**src/rtl/alu_seq_ctrl.sv**
```systemverilog
// Multi-cycle sequencer for the 9-bit ALU: fetch, operand load, execute, write-back.
// Optional zero flag output enabled by defining ALU_SEQ_CTRL_ZFLAG_EN.
module alu_seq_ctrl #(
    parameter int PC_W  = 8,
    parameter int CNT_W = 8
) (
    input  logic             clk,
    input  logic             rst,
    input  logic             start,
    output logic             imem_req,
    output logic [PC_W-1:0]  imem_addr,
    input  logic             imem_valid,
    input  logic [14:0]      imem_instr,
    output logic [8:0]       alu_a,
    output logic [8:0]       alu_b,
    output logic [3:0]       alu_op,
    input  logic [8:0]       alu_out,
    output logic             busy,
    output logic             halted,
    output logic [CNT_W-1:0] retired,
    input  logic [1:0]       dbg_sel,
    output logic [8:0]       dbg_data
`ifdef ALU_SEQ_CTRL_ZFLAG_EN
    ,
    output logic             zero
`endif
);

    localparam logic [2:0] S_IDLE   = 3'd0;
    localparam logic [2:0] S_FETCH  = 3'd1;
    localparam logic [2:0] S_EXEC   = 3'd2;
    localparam logic [2:0] S_WB     = 3'd3;
    localparam logic [2:0] S_HALTED = 3'd4;

    localparam logic [3:0] OP_NOT  = 4'b0010;
    localparam logic [3:0] OP_MOV  = 4'b0100;
    localparam logic [3:0] OP_ADDI = 4'b1000;
    localparam logic [3:0] OP_SUBI = 4'b1001;
    localparam logic [3:0] OP_MOVI = 4'b1010;
    localparam logic [3:0] OP_NOP  = 4'b1011;
    localparam logic [3:0] OP_HALT = 4'b1111;

    logic [2:0]        state_q, state_d;
    logic [PC_W-1:0]   pc_q, pc_d;
    logic [3:0][8:0]   rf_q, rf_d;
    logic [8:0]        a_q, a_d;
    logic [8:0]        b_q, b_d;
    logic [3:0]        op_q, op_d;
    logic [1:0]        rd_q, rd_d;
    logic [8:0]        res_q, res_d;
    logic [CNT_W-1:0]  ret_q, ret_d;
`ifdef ALU_SEQ_CTRL_ZFLAG_EN
    logic              zero_q, zero_d;
`endif

    logic [3:0] f_op;
    logic [1:0] f_rd;
    logic [1:0] f_rs;
    logic [8:0] f_imm;
    logic       wb_en;

    assign f_op  = imem_instr[14:11];
    assign f_rd  = imem_instr[10:9];
    assign f_imm = imem_instr[8:0];
    assign f_rs  = imem_instr[1:0];

    // NOP and the undefined 1100-1110 codes retire without writing
    assign wb_en = (op_q != OP_NOP) && (op_q[3:2] != 2'b11);

    always_comb begin
        state_d = state_q;
        pc_d    = pc_q;
        rf_d    = rf_q;
        a_d     = a_q;
        b_d     = b_q;
        op_d    = op_q;
        rd_d    = rd_q;
        res_d   = res_q;
        ret_d   = ret_q;
`ifdef ALU_SEQ_CTRL_ZFLAG_EN
        zero_d  = zero_q;
`endif
        case (state_q)
            S_IDLE, S_HALTED: begin
                if (start) begin
                    state_d = S_FETCH;
                    pc_d    = '0;
                end
            end
            S_FETCH: begin
                if (imem_valid) begin
                    op_d    = f_op;
                    rd_d    = f_rd;
                    a_d     = rf_q[f_rd];
                    b_d     = rf_q[f_rs];
                    case (f_op)
                        OP_NOT: b_d = '0;
                        OP_MOV: begin
                            a_d = rf_q[f_rs];
                            b_d = '0;
                        end
                        OP_ADDI, OP_SUBI, OP_MOVI: b_d = f_imm;
                        default: ;
                    endcase
                    state_d = S_EXEC;
                end
            end
            S_EXEC: begin
                res_d = alu_out;
                if (op_q == OP_HALT) begin
                    state_d = S_HALTED;
                    ret_d   = ret_q + CNT_W'(1);
                end else begin
                    state_d = S_WB;
                end
            end
            S_WB: begin
                if (wb_en) begin
                    rf_d[rd_q] = res_q;
`ifdef ALU_SEQ_CTRL_ZFLAG_EN
                    zero_d = (res_q == 9'h000);
`endif
                end
                pc_d    = pc_q + PC_W'(1);
                ret_d   = ret_q + CNT_W'(1);
                state_d = S_FETCH;
            end
            default: state_d = S_IDLE;
        endcase
    end

    always_ff @(posedge clk) begin
        if (rst) begin
            state_q <= S_IDLE;
            pc_q    <= '0;
            rf_q    <= '0;
            a_q     <= '0;
            b_q     <= '0;
            op_q    <= OP_NOP;
            rd_q    <= '0;
            res_q   <= '0;
            ret_q   <= '0;
`ifdef ALU_SEQ_CTRL_ZFLAG_EN
            zero_q  <= 1'b0;
`endif
        end else begin
            state_q <= state_d;
            pc_q    <= pc_d;
            rf_q    <= rf_d;
            a_q     <= a_d;
            b_q     <= b_d;
            op_q    <= op_d;
            rd_q    <= rd_d;
            res_q   <= res_d;
            ret_q   <= ret_d;
`ifdef ALU_SEQ_CTRL_ZFLAG_EN
            zero_q  <= zero_d;
`endif
        end
    end

    assign imem_req  = (state_q == S_FETCH);
    assign imem_addr = pc_q;
    assign alu_a     = a_q;
    assign alu_b     = b_q;
    assign alu_op    = op_q;
    assign busy      = (state_q == S_FETCH) || (state_q == S_EXEC) ||
                       (state_q == S_WB);
    assign halted    = (state_q == S_HALTED);
    assign retired   = ret_q;
    assign dbg_data  = rf_q[dbg_sel];
`ifdef ALU_SEQ_CTRL_ZFLAG_EN
    assign zero      = zero_q;
`endif

endmodule
```
**config.mk**
```make
export PLATFORM = sky130hd
export DESIGN_NAME = alu_seq_ctrl
export DESIGN_NICKNAME = d
export VERILOG_FILES = /design/src/rtl/alu_seq_ctrl.sv
export SDC_FILE = /design/constraint.sdc
export NUM_CORES = 1
export LEC_CHECK = 0
export BUFFER_PORTS_ARGS = -buffer_cell sky130_fd_sc_hd__buf_2
export CORE_MARGIN = 2
export CORE_UTILIZATION = 50
export CTS_CLUSTER_DIAMETER = 80
export DETAILED_ROUTE_END_ITERATION = 8
export PLACE_DENSITY = 0.82
export SETUP_SLACK_MARGIN = 0.02
export SLEW_MARGIN = 10
export SYNTH_ARGS = -nofsm -noshare
export SYNTH_HDL_FRONTEND = slang
export SYNTH_SLANG_ARGS = --single-unit
```
**constraint.sdc**
```tcl
create_clock -name clk -period 2.6 [get_ports clk]
set_input_delay 0.13 -clock clk [delete_from_list [all_inputs] [get_ports clk]]
set_output_delay 0.13 -clock clk [all_outputs]
set_load 0.02 [all_outputs]
```
==> summary.md, run 1 <==
| Metric | Value |
|---|---|
| Fin nets | 515 |
| CP endpoint kind | flip-flop |
| VDD IR-drop max | 253 uV |
| Fin crit period | 2.00 ns |
| Multi-input gate area | 2300 um^2 |
| Cells after Synth | between 400 and 500 |
| Power Density | ~540 nW/um^2 |
| Hold buffer count at CTS | 4 |
| Tcrit/Tclk final | 77.1% |
| Die area | 9150 um^2 |
| WL final | around 10 mm |
| Total gr overflow | 0 |
| Row cnt | 33 |
| Area delta synth->final | 16.1% |
| Die height | approximately 96 um |
| EDFF count, synth | 0 |
| GR Util All Layers | 22.9% |
| First-pass GRT wire length | 16.1 mm |
| Final antenna-violating net count | 0 |
| Max cap viols | 0 |
| Cts repair resizes | 0 |
| Via density | 5.92 |
| Clock Tree Root | clkbuf_8 |
| CTS max path bufs | 2 |
| Final Max Slew Viols | 0 |
| Pin count of the biggest net entering global routing | 89 |
| CTS tree | yes |
| Fin. Hold Viols | 1 |
| # DRC | 0 |
| WP data arrival | 2.22 ns |
| CTS Buf Count | 9 |
| Die width | 95.7 um |
| DP Area | approximately 4600 um^2 |
| Depth of the CTS H-tree | 3 |
| Type of origin of the critical path | flip-flop |
| Run status | complete, but fails checks |
| Gpl congestion | 0.874 |
| Leading area contributor after synthesis | dfxtp_1 |
| Worst Clk Skew | 0.00901 ns |
| IO buf count | 79 |
| CP max stage cell | dfxtp_1 |
| Commonest register cell after synthesis | dfxtp_1 |
| Unique masters post-synth | 48 |
| Vias in the first global route | roughly 3.3k |
| Fmax | 0.499 GHz |
| Worst Setup Path Type | reg -> reg |
| Hold WS | -0.00102 ns |
| Avg Inst Size Synth | 10.2 um^2 |
| Yosys top cell area share | approximately two fifths |
| RSZ-0062 raised after global routing | no |
| Pleak | between 1.5 and 2 nW |
| CP required | between 2 and 3 ns |
| Worst slew pin tran | 0.894 ns |
| Clk slew on worst S/H paths | 0.09 ns |
| Synth Register Bits | between 80 and 90 |
| DRT iter0 DRCs | 219 |
| Synth area leaders | dfxtp_1, mux4_2, mux2i_1 |
| Via count | about 3.5k |
| Critical path fanouts, max | 14 |
| Filler cells | about 700 |
| DRT Pass-1 Iters | 5 |
| Initial core utilization | 51.4% |
| Worst hold path class | in -> reg |
| Register area | ~1800 um^2 |
| Worst-Skew Late Latency | 0.36 ns |
| Slew margin rel. | between 40% and 50% |
| Antenna violations before repair | 0 |
| Layout cells sized above 1 | between 20% and 30% |
| Failing checks | negative hold slack |
| # IOs | 80 |
| Crit-path cells | nand3b_4 -> a2111oi_2 -> buf_4 -> mux2i_1 -> nor2_1 |
| Finished Cell Area | 4880 um^2 |
| Core ar. | around 8000 um^2 |
| HPWL Detailed | 6.92 mm |
| Clk sinks | a little under 90 |
| Crit-path max cell delay | ~0.62 ns |
| Synth Cell Area | 4200 um^2 |
| Seq/Total Area, Yosys | between 40% and 50% |
| Fraction of registers with async set/reset | 0% |
| Mapped Nets | roughly 440 |
| Setup bufs post-CTS | 0 |
| Inserted Diodes | 0 |
| Setup TNS | 0 ns |
| Syn. warnings | 0 |
| Setup violations, final | 0 |
| Wire length per cell | between 15 and 20 um |
## power breakdown
part / internal [mW] / leakage (nW) / total [mW] / switching (mW)
Clock: 0.449 / 0.0968 / 0.948 / 0.499
Sequential: 1.38 / 0.712 / 1.41 / 0.0290
Combinational: 0.0979 / 1.13 / 0.264 / 0.166
Total: 1.92 / 1.94 / 2.62 / 0.694
## final timing paths
kind | depth (start not counted) | to | from | slack, ns
setup / recovery | 5 | rf_q[14] | state_q[0] | 0.60
hold / removal | 3 | res_q[3] | alu_out[3] | -0.001
setup reg to reg | 5 | rf_q[14] | state_q[0] | 0.60
hold reg to reg | 2 | retired[7] | retired[7] | 0.49
## cells in the final DEF (no fill, tap or decap), types with 3 or more instances in the layout
cell type,count
inv_1,4
nand3_1,5
mux2i_1,46
a221oi_1,9
o21ai_0,6
or3_1,6
nor2_1,76
nor3_1,22
nand3b_1,5
a21oi_1,17
a2111oi_2,3
buf_4,6
nor3b_1,3
or4_1,3
nand2b_1,3
dlygate4sd3_1,4
clkbuf_8,9
nand2_1,20
dfxtp_1,88
mux4_2,27
buf_2,79
o22ai_1,9
## sequential cells by signal, indices dropped and copies added, names as in the netlist
register / count
retired: 8
alu_a: 9
res_q: 9
rf_q: 36
rd_q: 2
state_q: 3
imem_addr: 8
alu_b: 9
alu_op: 4
## critical path: cells and delay by family (launching register included)
kind	cells	cell delay (ns)
DFF	1	0.62
AOI/OAI and AO/OA	1	0.38
and+or+nand+nor	2	0.31
buffers and inverters	1	0.29
muxes	1	0.26
## routing by layer
metal / GRT usage [%] / vias to the layer above / routed length [um]
li1: - / 1662 / -
met1: 31.4 / 1722 / 4550
met2: 35.8 / 110 / 4840
met3: 5.45 / 17 / 564
met4: 7.62 / 0 / 170
met5: 0 / - / 0
## metrics by stage
step                      util [%]  power, mW  worst slack, ns  std cells  hold slack (ns)
after floorplan                  -       1.61            0.990        412            0.254
after global placement        56.8       1.69            0.721        573            0.363
after detailed placement      56.8       1.69            0.633        573            0.373
after CTS                     59.7       2.63            0.600        593          0.00156
after global routing          59.7       2.72            0.444        593           0.0145
final                         59.7       2.62            0.596        593         -0.00102
## cell usage after synthesis (all sizes together), types with 2 or more instances
cell,instances
or4,3
or3,6
a2111oi,3
xor2,2
buf,16
nand2b,3
clkbuf,13
mux2,2
nor2,76
dfxtp,88
nand3b,6
a21oi,18
a221oi,9
a31oi,2
nand3,5
o31ai,2
ha,2
nand4,2
inv,4
nor3,23
o22ai,9
o21ai,6
nand2,20
nor3b,4
mux2i,46
mux4,27
a22oi,2
## logic make-up (layout without fill, tap and decap cells)
logic type | count (synthesis) | count (layout) | share of synthesized area, %
flops | 88 | 88 | 41.9
mux | 75 | 75 | 26.0
simple gates | 156 | 156 | 18.2
xor+xnor | 2 | 2 | 0.417
buf+inv | 33 | 109 | 3.90
fa+ha+maj | 2 | 2 | 0.595
compound gates | 56 | 56 | 8.99
## area by class of cell
cell class | instances | area share, %
Clock buffer | 10 | 2.61
Clock inverter | 6 | 1.41
Inverter | 4 | 0.308
Multi-Input combinational cell | 291 | 47.0
Sequential cell | 88 | 36.1
Tap cell | 105 | 2.69
Timing Repair Buffer | 89 | 9.84
No activity file was read; power rests on OpenSTA's default activity.
==> inputs of run 2 (changes only) <==
--- a/config.mk
+++ b/config.mk
@@ -5,12 +5,13 @@
 export SDC_FILE = /design/constraint.sdc
 export NUM_CORES = 1
 export LEC_CHECK = 0
+export ABC_AREA = 1
 export BUFFER_PORTS_ARGS = -buffer_cell sky130_fd_sc_hd__buf_2
 export CORE_MARGIN = 2
 export CORE_UTILIZATION = 50
 export CTS_CLUSTER_DIAMETER = 80
 export DETAILED_ROUTE_END_ITERATION = 8
-export PLACE_DENSITY = 0.82
+export PLACE_DENSITY = 0.84
 export SETUP_SLACK_MARGIN = 0.02
 export SLEW_MARGIN = 10
 export SYNTH_ARGS = -nofsm -noshare
==> constraint.sdc (replaced) <==
create_clock -name clk -period 1.6 [get_ports clk]
set_input_delay 0.08 -clock clk [delete_from_list [all_inputs] [get_ports clk]]
set_output_delay 0.08 -clock clk [all_outputs]
set_load 0.02 [all_outputs]
==> run 2 against run 1 <==
The flow now finishes without violations. Die area grew 12%. Register-to-register slack lost 0.43 ns. Synthesized cell count grew 84%. Utilization grew 0.12 points. Clock-buffer cell count shrank 1. Critical path depth is the same.
==> summary.md, run 2 <==
| Metric | Value |
|---|---|
| Run status | completed |
| Most frequent cells in the layout | nand2_1, nor2_1, dfxtp_1, buf_2, nand3_1 |
| Fin. Hold Viols | 0 (-1) |
| Type of origin of the critical path | flip-flop |
| CP max stage cell | dfxtp_1 |
| Leading area contributor after synthesis | dfxtp_1 |
| CP required | 1.52 ns (-1.30 ns) |
| # DRC | 0 (unchanged) |
| CTS Buf Count | 9 (unchanged) |
| Setup bufs post-CTS | 0 (unchanged) |
| Depth of the CTS H-tree | 3 (unchanged) |
| Via density | 5.18 (-12%) |
| Clock Tree Root | clkbuf_8 |
| Wire length per cell | 12.4 um (-28%) |
| First-pass GRT wire length | 19.8 mm (+23%) |
| Worst Setup Path Type | reg -> out |
| Multiplexer share of the synthesized area | 0% (-26 points) |
| Pleak | 2.75 nW (+42%) |
| Die area | 10200 um^2 (+12%) |
| IO buf count | 79 (unchanged) |
| Final antenna-violating net count | 0 (unchanged) |
| Seq/Total Area, Yosys | 37.4% (-4.5 points) |
| Setup TNS | 0 ns (unchanged) |
| Core Util, Final | 59.8% (+0.12 points) |
| HPWL Detailed | 8.41 mm (+22%) |
| Compound-cell area share of the yosys netlist | 11.6% (+2.6 points) |
| Pwr Total | 5.16 mW (+97%) |
| CTS tree | yes |
| Fraction of registers with async set/reset | 0% (unchanged) |
| Fin nets | 874 (+70%) |
| Row cnt | 35 (+6.1%) |
| Mapped Nets | 789 (+78%) |
| EDFF count, synth | 0 (unchanged) |
| Clk slew on worst S/H paths | 0.09 ns (about the same) |
| Inserted Diodes | 0 (unchanged) |
| Worst hold path class | in -> reg |
| Synth Register Bits | 88 (unchanged) |
| Via count | 4964 (+41%) |
| Synth area leaders | dfxtp_1, nand2_1, nor2_1 |
| Pin count of the biggest net entering global routing | 52 (-42%) |
| Initial core utilization | 51.2% (-0.21 points) |
| Filler cells | 913 (+33%) |
| VDD IR-drop max | 428 uV (+69%) |
| Antenna violations before repair | 0 (unchanged) |
| DRT Pass-1 Iters | 5 (unchanged) |
| Post-synth top cells | nand2_1, nor2_1, dfxtp_1 |
| Cells after Synth | 757 (+84%) |
| Synth Cell Area | 4710 um^2 (+12%) |
| Layout cells sized above 1 | 15.0% (-14 points) |
| Die height | 101 um (+5.6%) |
| Finished Layout Cells | 958 (+62%) |
| Clk sinks | 88 (unchanged) |
| Vias in the first global route | 4326 (+33%) |
| Fmax | 0.681 GHz |
| Yosys top cell area share | 37.4% (-4.5 points) |
| WP data arrival | 1.39 ns (-0.83 ns) |
| Worst Clk Skew | 0.0106 ns (+0.00163 ns) |
| Fin crit period | 1.47 ns |
| Core ar. | 9200 um^2 (+12%) |
| RR Startpoint | state_q[1] |
| Count leader, synth | nand2_1 |
| Max cap viols | 0 (unchanged) |
| Dpl cells | 931 (+62%) |
| Post-Synth Adder-Cell Area | 0.531% (-0.064 points) |
| WL final | 11.8 mm (+17%) |
| CTS max path bufs | 2 (unchanged) |
| Syn. warnings | 0 (unchanged) |
| Simple logic cell fraction of the synthesized area | 39.9% (+22 points) |
| Crit-path max cell delay | 0.37 ns (-0.25 ns) |
| Launch point of the worst path | rf_q[16] |
| Tcrit/Tclk final | about nine tenths |
| Unique masters post-synth | 28 (-42%) |
| Number of flip-flops in the largest register | 36 (unchanged) |
| Most common cell on crit path | a21oi_1 |
| Area delta synth->final | 16.8% |
| Hold WS | 0.00668 ns (+0.00770 ns) |
| CP endpoint kind | output port |
| Final Max Slew Viols | 0 (unchanged) |
| XOR/XNOR Fraction of Synth Area | 0% (-0.42 points) |
| Setup violations, final | 0 (unchanged) |
| Worst-Skew Late Latency | 0.36 ns (about the same) |
| Total gr overflow | 0 (unchanged) |
| Power Density | 938 nW/um^2 (+75%) |
| GR Util All Layers | 24.0% (+1.1 points) |
| Top reg by flops | rf_q |
| # IOs | 80 (unchanged) |
| Gpl congestion | 0.947 (+8.3%) |
| Commonest register cell after synthesis | dfxtp_1 |
| Crit-path cells | inv_1 -> o21ai_0 -> a21oi_1 -> a21oi_1 -> buf_2 |
| RSZ-0062 raised after global routing | no |
| Die width | 101 um (+5.6%) |
| Worst slew pin tran | 0.502 ns (-0.391 ns) |
| Slew margin rel. | 66.5% (+26 points) |
| Critical path fanouts, max | 3 (-11) |
| Largest family of logic cells by synthesized area | simple AND/OR/NAND/NOR gates |
| Commonest non-fill, non-tap cell in the layout | nand2_1 |
| Avg Inst Size Synth | 6.22 um^2 (-39%) |
| DRT iter0 DRCs | 279 (+27%) |
| Min-delay src | imem_instr[5] |
[run 2: changes by cell type after synthesis, moves of 46 or more]
cell	change
a21oi_1	+46
inv_1	+63
mux2i_1	-46
nand2_1	+197
nand3_1	+72
nor2_1	+59
[run 2: metrics by stage]
stage	worst slack (ns)	cell area, um^2
after floorplan	0.191	4710
after global placement	0.210	5200
after detailed placement	0.144	5200
after CTS	0.0965	5490
after global routing	0.0228	5500
final	0.131	5500
[run 2: logic make-up (layout without fill, tap and decap cells)]
kind of cell             after synthesis  in the layout
flip-flops                            88             88
AO/OA/AOI/OAI                        107            107
AND/OR/NAND/NOR                      450            450
buffers and inverters                110            200
adder cells (fa/ha/maj)                2              2
[run 2: cell type report]
type,count,area [um^2],share of cell area (%)
clock buffer,9,124,2.25
clock inverter,7,55.1,1.00
inverter,76,288,5.23
multi-input combinational,559,2450,44.6
sequential,88,1760,32.0
tap,111,139,2.52
timing repair buffer,108,678,12.3
[run 2: repair_timing]
| item | in CTS | in global routing |
|---|---|---|
| resized for setup | 0 | 3 |
| setup endpoints to repair | 0 | 12 |
| hold buffers | 11 | 0 |
| endpoints found under the hold margin | 11 | 0 |
[run 2: power breakdown]
part	switching, mW	leakage, nW	internal, mW
Sequential	0.159	0.713	2.37
Clock	0.843	0.0862	0.577
Combinational	0.804	1.95	0.413
[run 2: path summary, 6_finish.rpt]
check / depth (start not counted) / endpoint / slack (ns)
worst max-delay path: 5 / dbg_data[7] / 0.13
worst min-delay path: 3 / alu_b[5] / 0.007
worst max register to register: 7 / retired[1] / 0.17
worst min register to register: 2 / imem_addr[4] / 0.50
[run 2: worst max-delay path: cells and delay by family (launching register included)]
family          cells  cell delay (ns)
buf+inv             2             0.27
flops               1             0.37
compound gates      3             0.40
[run 2: layer usage]
metal	routed length (um)	up-vias	track usage, %
met5	0	-	0
met4	208	0	8.84
met3	991	23	4.44
met2	5060	206	36.3
met1	5580	2163	34.1
li1	-	2572	-
